`src/rtl/hit_edge_pkg.sv`:
```
// Shared types and constants for the ball hit-edge detector.
// Edge bits are ball-relative: left, top, right, bottom.
package hit_edge_pkg;

    localparam int EDGE_LEFT   = 3;
    localparam int EDGE_TOP    = 2;
    localparam int EDGE_RIGHT  = 1;
    localparam int EDGE_BOTTOM = 0;

    typedef logic [3:0] edge_code_t;

    typedef enum logic {
        ACCUM   = 1'b0,
        HOLDOFF = 1'b1
    } state_t;

    // Unsigned scan coordinate minus signed ball corner, 12-bit signed.
    function automatic logic signed [11:0] pix_offset(
        input logic        [10:0] pix,
        input logic signed [10:0] corner
    );
        return $signed({1'b0, pix}) - $signed({corner[10], corner});
    endfunction

endpackage

```
`src/rtl/edge_band_classifier.sv`:
```
// Maps a ball-relative pixel offset to its in-box flag and edge bands.
// Corner pixels set two bits; interior pixels set none.
module edge_band_classifier
    import hit_edge_pkg::*;
#(
    parameter int OBJECT_WIDTH_X  = 64,
    parameter int OBJECT_HEIGHT_Y = 64,
    parameter int EDGE_MARGIN     = 4
) (
    input  logic signed [11:0] offX,
    input  logic signed [11:0] offY,
    output logic               inBox,
    output edge_code_t         edgeCode
);

    logic w_inX;
    logic w_inY;
    logic [10:0] w_magX;
    logic [10:0] w_magY;

    // Magnitudes are only meaningful once the sign bit is known clear.
    assign w_magX = offX[10:0];
    assign w_magY = offY[10:0];

    assign w_inX = !offX[11] && (w_magX < 11'(OBJECT_WIDTH_X));
    assign w_inY = !offY[11] && (w_magY < 11'(OBJECT_HEIGHT_Y));
    assign inBox = w_inX && w_inY;

    always_comb begin
        edgeCode = '0;
        if (inBox) begin
            edgeCode[EDGE_LEFT] =
                w_magX < 11'(EDGE_MARGIN);
            edgeCode[EDGE_TOP] =
                w_magY < 11'(EDGE_MARGIN);
            edgeCode[EDGE_RIGHT] =
                w_magX >= 11'(OBJECT_WIDTH_X - EDGE_MARGIN);
            edgeCode[EDGE_BOTTOM] =
                w_magY >= 11'(OBJECT_HEIGHT_Y - EDGE_MARGIN);
        end
    end

endmodule

```
`src/rtl/ball_hit_edge_detector.sv`:
```
// Accumulates ball/obstacle edge overlaps over a frame and reports
// them as a one-cycle pulse at the next start of frame.
module ball_hit_edge_detector
    import hit_edge_pkg::*;
#(
    parameter int OBJECT_WIDTH_X  = 64,
    parameter int OBJECT_HEIGHT_Y = 64,
    parameter int EDGE_MARGIN     = 4,
    parameter int HOLDOFF_FRAMES  = 2,
    parameter int COUNT_WIDTH     = 8
) (
    input  logic                   clk,
    input  logic                   resetN,
    input  logic                   startOfFrame,
    input  logic [10:0]            pixelX,
    input  logic [10:0]            pixelY,
    input  logic signed [10:0]     topLeftX,
    input  logic signed [10:0]     topLeftY,
    input  logic                   ballDR,
    input  logic                   obstacleDR,
    output logic                   collision,
    output logic [3:0]             HitEdgeCode,
    output logic [COUNT_WIDTH-1:0] collisionCount
);

    localparam int HW = (HOLDOFF_FRAMES > 1) ?
                        $clog2(HOLDOFF_FRAMES + 1) : 1;
    localparam logic [HW-1:0] HOLD_INIT = HW'(HOLDOFF_FRAMES);
    localparam logic [HW-1:0] HOLD_LAST = HW'(1);
    localparam logic [COUNT_WIDTH-1:0] CNT_MAX = '1;

    logic signed [11:0] w_offX;
    logic signed [11:0] w_offY;
    logic               w_inBox;
    edge_code_t         w_code;
    edge_code_t         w_band;

    state_t     r_state;
    edge_code_t r_acc;
    logic [HW-1:0] r_hold;

    assign w_offX = pix_offset(pixelX, topLeftX);
    assign w_offY = pix_offset(pixelY, topLeftY);

    edge_band_classifier #(
        .OBJECT_WIDTH_X  (OBJECT_WIDTH_X),
        .OBJECT_HEIGHT_Y (OBJECT_HEIGHT_Y),
        .EDGE_MARGIN     (EDGE_MARGIN)
    ) u_classifier (
        .offX     (w_offX),
        .offY     (w_offY),
        .inBox    (w_inBox),
        .edgeCode (w_code)
    );

    assign w_band = (ballDR && obstacleDR && w_inBox) ? w_code : '0;

    always_ff @(posedge clk or negedge resetN) begin
        if (!resetN) begin
            r_state        <= ACCUM;
            r_acc          <= '0;
            r_hold         <= '0;
            collision      <= 1'b0;
            HitEdgeCode    <= '0;
            collisionCount <= '0;
        end else begin
            collision <= 1'b0;
            unique case (r_state)
                ACCUM: begin
                    if (!startOfFrame) begin
                        r_acc <= r_acc | w_band;
                    end else if (r_acc == '0) begin
                        r_acc <= w_band;
                    end else begin
                        // Report the finished frame; the SOF-cycle
                        // overlap starts the next one.
                        collision   <= 1'b1;
                        HitEdgeCode <= r_acc;
                        if (collisionCount != CNT_MAX) begin
                            collisionCount <= collisionCount + 1'b1;
                        end
                        if (HOLDOFF_FRAMES > 0) begin
                            r_state <= HOLDOFF;
                            r_hold  <= HOLD_INIT;
                            r_acc   <= '0;
                        end else begin
                            r_acc <= w_band;
                        end
                    end
                end
                HOLDOFF: begin
                    r_acc <= '0;
                    if (startOfFrame) begin
                        r_hold <= r_hold - HOLD_LAST;
                        if (r_hold == HOLD_LAST) begin
                            r_state <= ACCUM;
                        end
                    end
                end
                default: begin
                    r_state <= ACCUM;
                    r_acc   <= '0;
                end
            endcase
        end
    end

endmodule

```
`config.mk`:
```
export PLATFORM = sky130hd
export DESIGN_NAME = ball_hit_edge_detector
export DESIGN_NICKNAME = d
export VERILOG_FILES = /design/src/rtl/hit_edge_pkg.sv /design/src/rtl/edge_band_classifier.sv /design/src/rtl/ball_hit_edge_detector.sv
export SDC_FILE = /design/constraint.sdc
export NUM_CORES = 1
export LEC_CHECK = 0
export CORE_UTILIZATION = 35
export DETAILED_ROUTE_END_ITERATION = 16
export HOLD_SLACK_MARGIN = 0.08
export PLACE_DENSITY = 0.62
export SYNTH_ARGS = -nofsm -noshare
export SYNTH_HDL_FRONTEND = slang
export SYNTH_HIERARCHICAL = 1
export SYNTH_SLANG_ARGS = --single-unit
```
`constraint.sdc`:
```
create_clock -name clk -period 2 [get_ports clk]
set_input_delay 0.6 -clock clk [delete_from_list [all_inputs] [get_ports clk]]
set_output_delay 0.6 -clock clk [all_outputs]
set_load 0.05 [all_outputs]
```
* After elaboration in Yosys (flattened, before gate mapping)
Cells that the tools add are included.
** Word-level totals
- Flip-flop bits (word level) :: 20
- Input port bits :: 49
- Output and inout bits :: 13
- Word-level logic and storage cells :: 50
** Cells by class
- Add/sub/neg operators :: 4
- Order comparisons :: 6
- Eq/ne operators :: 5
- Mux-type cells :: 15
- Bitwise operators :: 3
- Reduce and logical (&&, ||, !) cells :: 11
** Operators with widths (count)
- subtractor 12 x 11 -> 12 bit :: 2
- greater-or-equal comparator 11 x 6 -> 1 bit (second input constant) :: 2
- less-than comparator 11 x 3 -> 1 bit (second input constant) :: 2
- less-than comparator 11 x 7 -> 1 bit (second input constant) :: 2
- two-way mux 4 bit :: 4
- adder 8 x 1 -> 8 bit (second input constant) :: 1
- inequality test 8 bit (second input constant) :: 1
- one-hot mux 4 bit (2 select lines) :: 1
- two-way mux 2 bit :: 3
- inequality test 2 bit (second input constant) :: 3
- AND reduction 3 bit :: 2
- logical AND 1 bit :: 5
- two-way mux 1 bit :: 5
- zero test 4 bit :: 1
- bitwise OR 4 bit :: 1
- one-hot mux 2 bit (2 select lines) :: 1
- AND reduction 4 bit :: 1
- == test 2 x 1 -> 1 bit (second input constant) :: 1
- zero test 1 bit :: 2
- inverter 1 bit :: 2
- one-hot mux 1 bit (2 select lines) :: 1
- subtractor 2 x 1 -> 2 bit (second input constant) :: 1

* Logic depth before layout (Yosys ltp)
- Depth in word-level cells :: 9
- Gate-level depth with buffers :: 14
- Gate-level depth less buffers :: 14

* By module
The synthesis kept the hierarchy.
** By module, submodules not included
- ball_hit_edge_detector :: instances 1, cells each 222, area each 1928.1 µm², sequential area each 500.5 µm²
- edge_band_classifier :: instances 1, cells each 13, area each 108.9 µm², sequential area each 0.0 µm²

* Worst setup path before layout
Ideal clock, no wire load.
- Kind :: input to register
- Start point :: in pixelX[0]
- End point :: reg r_acc[1]
- Setup time :: 72 ps
- Arrival time :: 2815 ps
- Required time :: 1928 ps
- Slack :: -887 ps
- Stages :: 14
- Path buffers :: 0
- Cell sequence :: inv_1 ha_1 fa_1 nor2b_4 o31a_1 or2_1 a221o_1 xor2_1 nor4_2 nand3_2 inv_1 and3_1 a21oi_1 nor2_1
** Between the ends
- Cells in the longest elaborated chain, start to end :: 9
- Elaborated cells between the ends (all ways) :: 13
- Classes of those cells :: 1 x add/sub; 2 x order compare; 5 x mux; 1 x bitwise; 4 x reduce/logical
** RTL lines
- start: declaration :: line ball_hit_edge_detector.sv:15 : input logic [10:0] pixelX,
- subtractor 12 x 11 -> 12 bit (*) :: line hit_edge_pkg.sv:22 : return $signed({1'b0, pix}) - $signed({corner[10], corner});
- net w_offX[8] :: line ball_hit_edge_detector.sv:32 : logic signed [11:0] w_offX;
- less-than comparator 11 x 7 -> 1 bit (*) :: line edge_band_classifier.sv:25 : assign w_inX = !offX[11] && (w_magX < 11'(OBJECT_WIDTH_X));
- logical AND 1 bit (*) :: line edge_band_classifier.sv:25
- logical AND 1 bit (*) :: line edge_band_classifier.sv:27 : assign inBox = w_inX && w_inY;
- net w_inBox :: line ball_hit_edge_detector.sv:34 : logic w_inBox;
- two-way mux 4 bit / logical AND 1 bit (equally long branches) :: line edge_band_classifier.sv:31, ball_hit_edge_detector.sv:56
- two-way mux 4 bit (*) :: line ball_hit_edge_detector.sv:56 : assign w_band = (ballDR && obstacleDR && w_inBox) ? w_code : '0;
- bitwise OR 4 bit / two-way mux 4 bit (equally long branches) :: line ball_hit_edge_detector.sv:71, ball_hit_edge_detector.sv:72
- two-way mux 4 bit (*) :: line ball_hit_edge_detector.sv:70 : if (!startOfFrame) begin
- one-hot mux 4 bit (2 select lines) (*) :: line ball_hit_edge_detector.sv:68 : unique case (r_state)
- end signal: assignment :: line ball_hit_edge_detector.sv:71 : r_acc <= r_acc | w_band;
- end signal: assignment :: line ball_hit_edge_detector.sv:73 : r_acc <= w_band;
- end signal: assignment :: line ball_hit_edge_detector.sv:87 : r_acc <= w_band;
- end: declaration :: line ball_hit_edge_detector.sv:39 : edge_code_t r_acc;
The timed path passes the listed nets; every way through them passes the cells marked *.
A chain may end at the register's enable or synchronous reset.

* Worst setup path after layout
- Start point :: in topLeftY[10]
- End point :: reg r_acc[2]
** Between the ends
- Cells in the longest elaborated chain, start to end :: 9
- Elaborated cells between the ends (all ways) :: 13
- Classes of those cells :: 1 x add/sub; 2 x order compare; 5 x mux; 1 x bitwise; 4 x reduce/logical
** RTL lines
- start: declaration :: line ball_hit_edge_detector.sv:18 : input logic signed [10:0] topLeftY,
- subtractor 12 x 11 -> 12 bit (*) :: line hit_edge_pkg.sv:22
- net w_offY[11] :: line ball_hit_edge_detector.sv:33 : logic signed [11:0] w_offY;
- zero test 1 bit (*) :: line edge_band_classifier.sv:26 : assign w_inY = !offY[11] && (w_magY < 11'(OBJECT_HEIGHT_Y));
- logical AND 1 bit (*) :: line edge_band_classifier.sv:26
- logical AND 1 bit (*) :: line edge_band_classifier.sv:27
- two-way mux 4 bit (*) :: line edge_band_classifier.sv:31 : if (inBox) begin
- net w_code[2] :: line ball_hit_edge_detector.sv:35 : edge_code_t w_code;
- two-way mux 4 bit (*) :: line ball_hit_edge_detector.sv:56
- bitwise OR 4 bit / two-way mux 4 bit (equally long branches) :: line ball_hit_edge_detector.sv:71, ball_hit_edge_detector.sv:72
- two-way mux 4 bit (*) :: line ball_hit_edge_detector.sv:70
- one-hot mux 4 bit (2 select lines) (*) :: line ball_hit_edge_detector.sv:68
Marks and branches as above.

==> impl_metrics.ini <==
[sta]
maxSlewHeadroom_pct = 76.7
drv_slew = 0
hold_viol_final = 0
tightestPinTransition_ns = 0.348
fin_skew_ns = 0.00780
setup_violations = 4
fin_tns_setup_ns = -2.85
rsz0062_at_grt = true
finalCriticalPeriod_ns = 2.73
finalWorstSetupSlack_ns = -0.725
min_period_over_period_pct = 136
max_freq_ghz = 0.367

[place]
gp_congestion = 0.851
hpwl_mm = 3.71
dp_cells = 414
io_buffers = 61

[synth]
syn_nets = 306
yosys_warnings = 6
avgSynthCellArea_um2 = 8.75
synthesis.area_um2 = 2020
synth_cells = 231

[die]
num_io_pins = 62
die_x_um = 78.0
die_y_um = 78.0
coreArea_um2 = 5540
die_area_um2 = 6080
initial_utilization_pct = 36.5
row_count = 27

[grt]
antenna_found_initial = 0
grt_pass1_wl_mm = 8.15
overflow = 0
grt_pass1_vias = 2025
grt_max_degree = 21
grt_usage_pct = 15.9

[route]
wl_per_cell_um = 11.8
first_pass_iters = 4
vias = 2049
first_iter_violations = 86
routed_wirelength_mm = 5.03
viasPerCell = 4.81
final_antenna_net_count = 0
drc_errors = 0

[worst_hold_path]
hold_path.class = register to register
worstHoldStart = r_state$_DFF_PN0_

[clocking]
insertion_delay_ns = 0.25
clk_pin_slew_ns = 0.07
hold_buffers = 0
numCtsBuffers = 3
clock_path_buffers = 2
cts_htree_levels = 1
cts.sinks = 20
cts-root-buf = clkbuf_8
cts_tree = yes

[setup_path]
arrival_ns = 2.90
path_cells = clkdlybuf4s50_1 -> inv_1 -> ha_4 -> nand2_2 -> nor2_1 -> a211oi_2 -> o31ai_4 -> xnor2_2 -> nor4_4 -> nand3_2 -> buf_4 -> nor2_2 -> a21oi_2 -> nor2_1
crit_path_start = topLeftY[10]
start_kind = primary input
cp_max_fo = 4
cp_slowest_cell = clkdlybuf4s50_1
rrSetupSlack_ns = 0.33
cp_num_buf_inv = 3
cp_common_cell = nor2_1
critPathTopFamily = simple AND/OR/NAND/NOR gates
cp_slowest_stage_delay_ns = 0.48
critical_path_required_ns = 2.18
worstSetupPathType = primary input to register
worstReg2RegStart = r_acc[2]$_DFF_PN0_
worstSetupEndpointType = register

[finish]
syn_to_final_growth_pct = 79.5
insertedDiodeCount = 0
finalNetCount = 431
finish.utilization_pct = 65.5
drive_above_1_share_pct = 48.0
final_cells = 426

[pwr]
power_uw = 1400
vdd_drop_max_uv = 200
p_leak_uw = 0.00183
p_per_area_nw_per_um2 = 386

[flow_run]
cap_violations = 0

[status]
violations = negative setup slack
status = finished, violations left
## layout by cell type (no fill, tap or decap), types with 7 or more instances in the layout
cell type and count:
dfrtp_1 20, inv_1 13, inv_2 14, buf_4 71, clkdlybuf4s50_1 14, dlymetal6s2s_1 17
xnor2_1 13, xor2_1 7, nand2_1 11, ha_4 17, nor2_1 19
## flip-flops by register name (all words and copies together) (netlist names)
register / cells
r_hold: 2
r_state: 1
HitEdgeCode: 4
r_acc: 4
collision: 1
collisionCount: 8
## cell type report
class / count / area (µm²)
well taps: 72 / 90.1
clock buffers: 3 / 41.3
inverters: 29 / 124
flip-flops and latches: 20 / 500
fillers: 504 / 1910
repair buffers: 122 / 1050
multi-input cells: 180 / 1830
## path summary, 6_finish.rpt
| path | cells after the start | to |
|---|---|---|
| setup / recovery | 14 | r_acc[2]$_DFF_PN0_ |
| hold / removal | 1 | r_state$_DFF_PN0_ |
| max in group asynchronous | 2 | r_acc[0]$_DFF_PN0_ |
| min in group asynchronous | 2 | collisionCount[4]$_DFFE_PN0P_ |
| hold reg to reg | 1 | r_state$_DFF_PN0_ |
| setup reg to reg | 5 | collisionCount[1]$_DFFE_PN0P_ |
## power breakdown
group	internal, µW	switching [µW]	total [µW]
logic	421	320	741
clock network	134	121	255
registers	404	0.000568	404
## per-layer routing
layer	wire length [µm]	vias to the layer above	global-route usage [%]
met4	24	0	2.78
met3	210	2	1.29
met2	2540	46	30.2
met1	2250	948	19.5
li1	-	1053	-
met5	0	-	0
## through the flow
stage          hold WS (ns)  setup WS, ns  cell area [µm²]
2_1_floorplan         0.304        -0.711             2120
3_3_place_gp          0.492         -1.38             3170
3_5_place_dp          0.496         -1.43             3170
4_1_cts               0.512        -0.873             3330
5_1_grt               0.533        -0.843             3630
6_report              0.508        -0.725             3630
## what timing repair did
item | 4_1_cts | 5_1_grt
resized for setup | 60 | 78
gates cloned | 0 | 0
pin swaps | 29 | 46
buffers inserted | 4 | 6
endpoints found under the setup margin | 4 | 4
(Power assumes the default switching activity.)
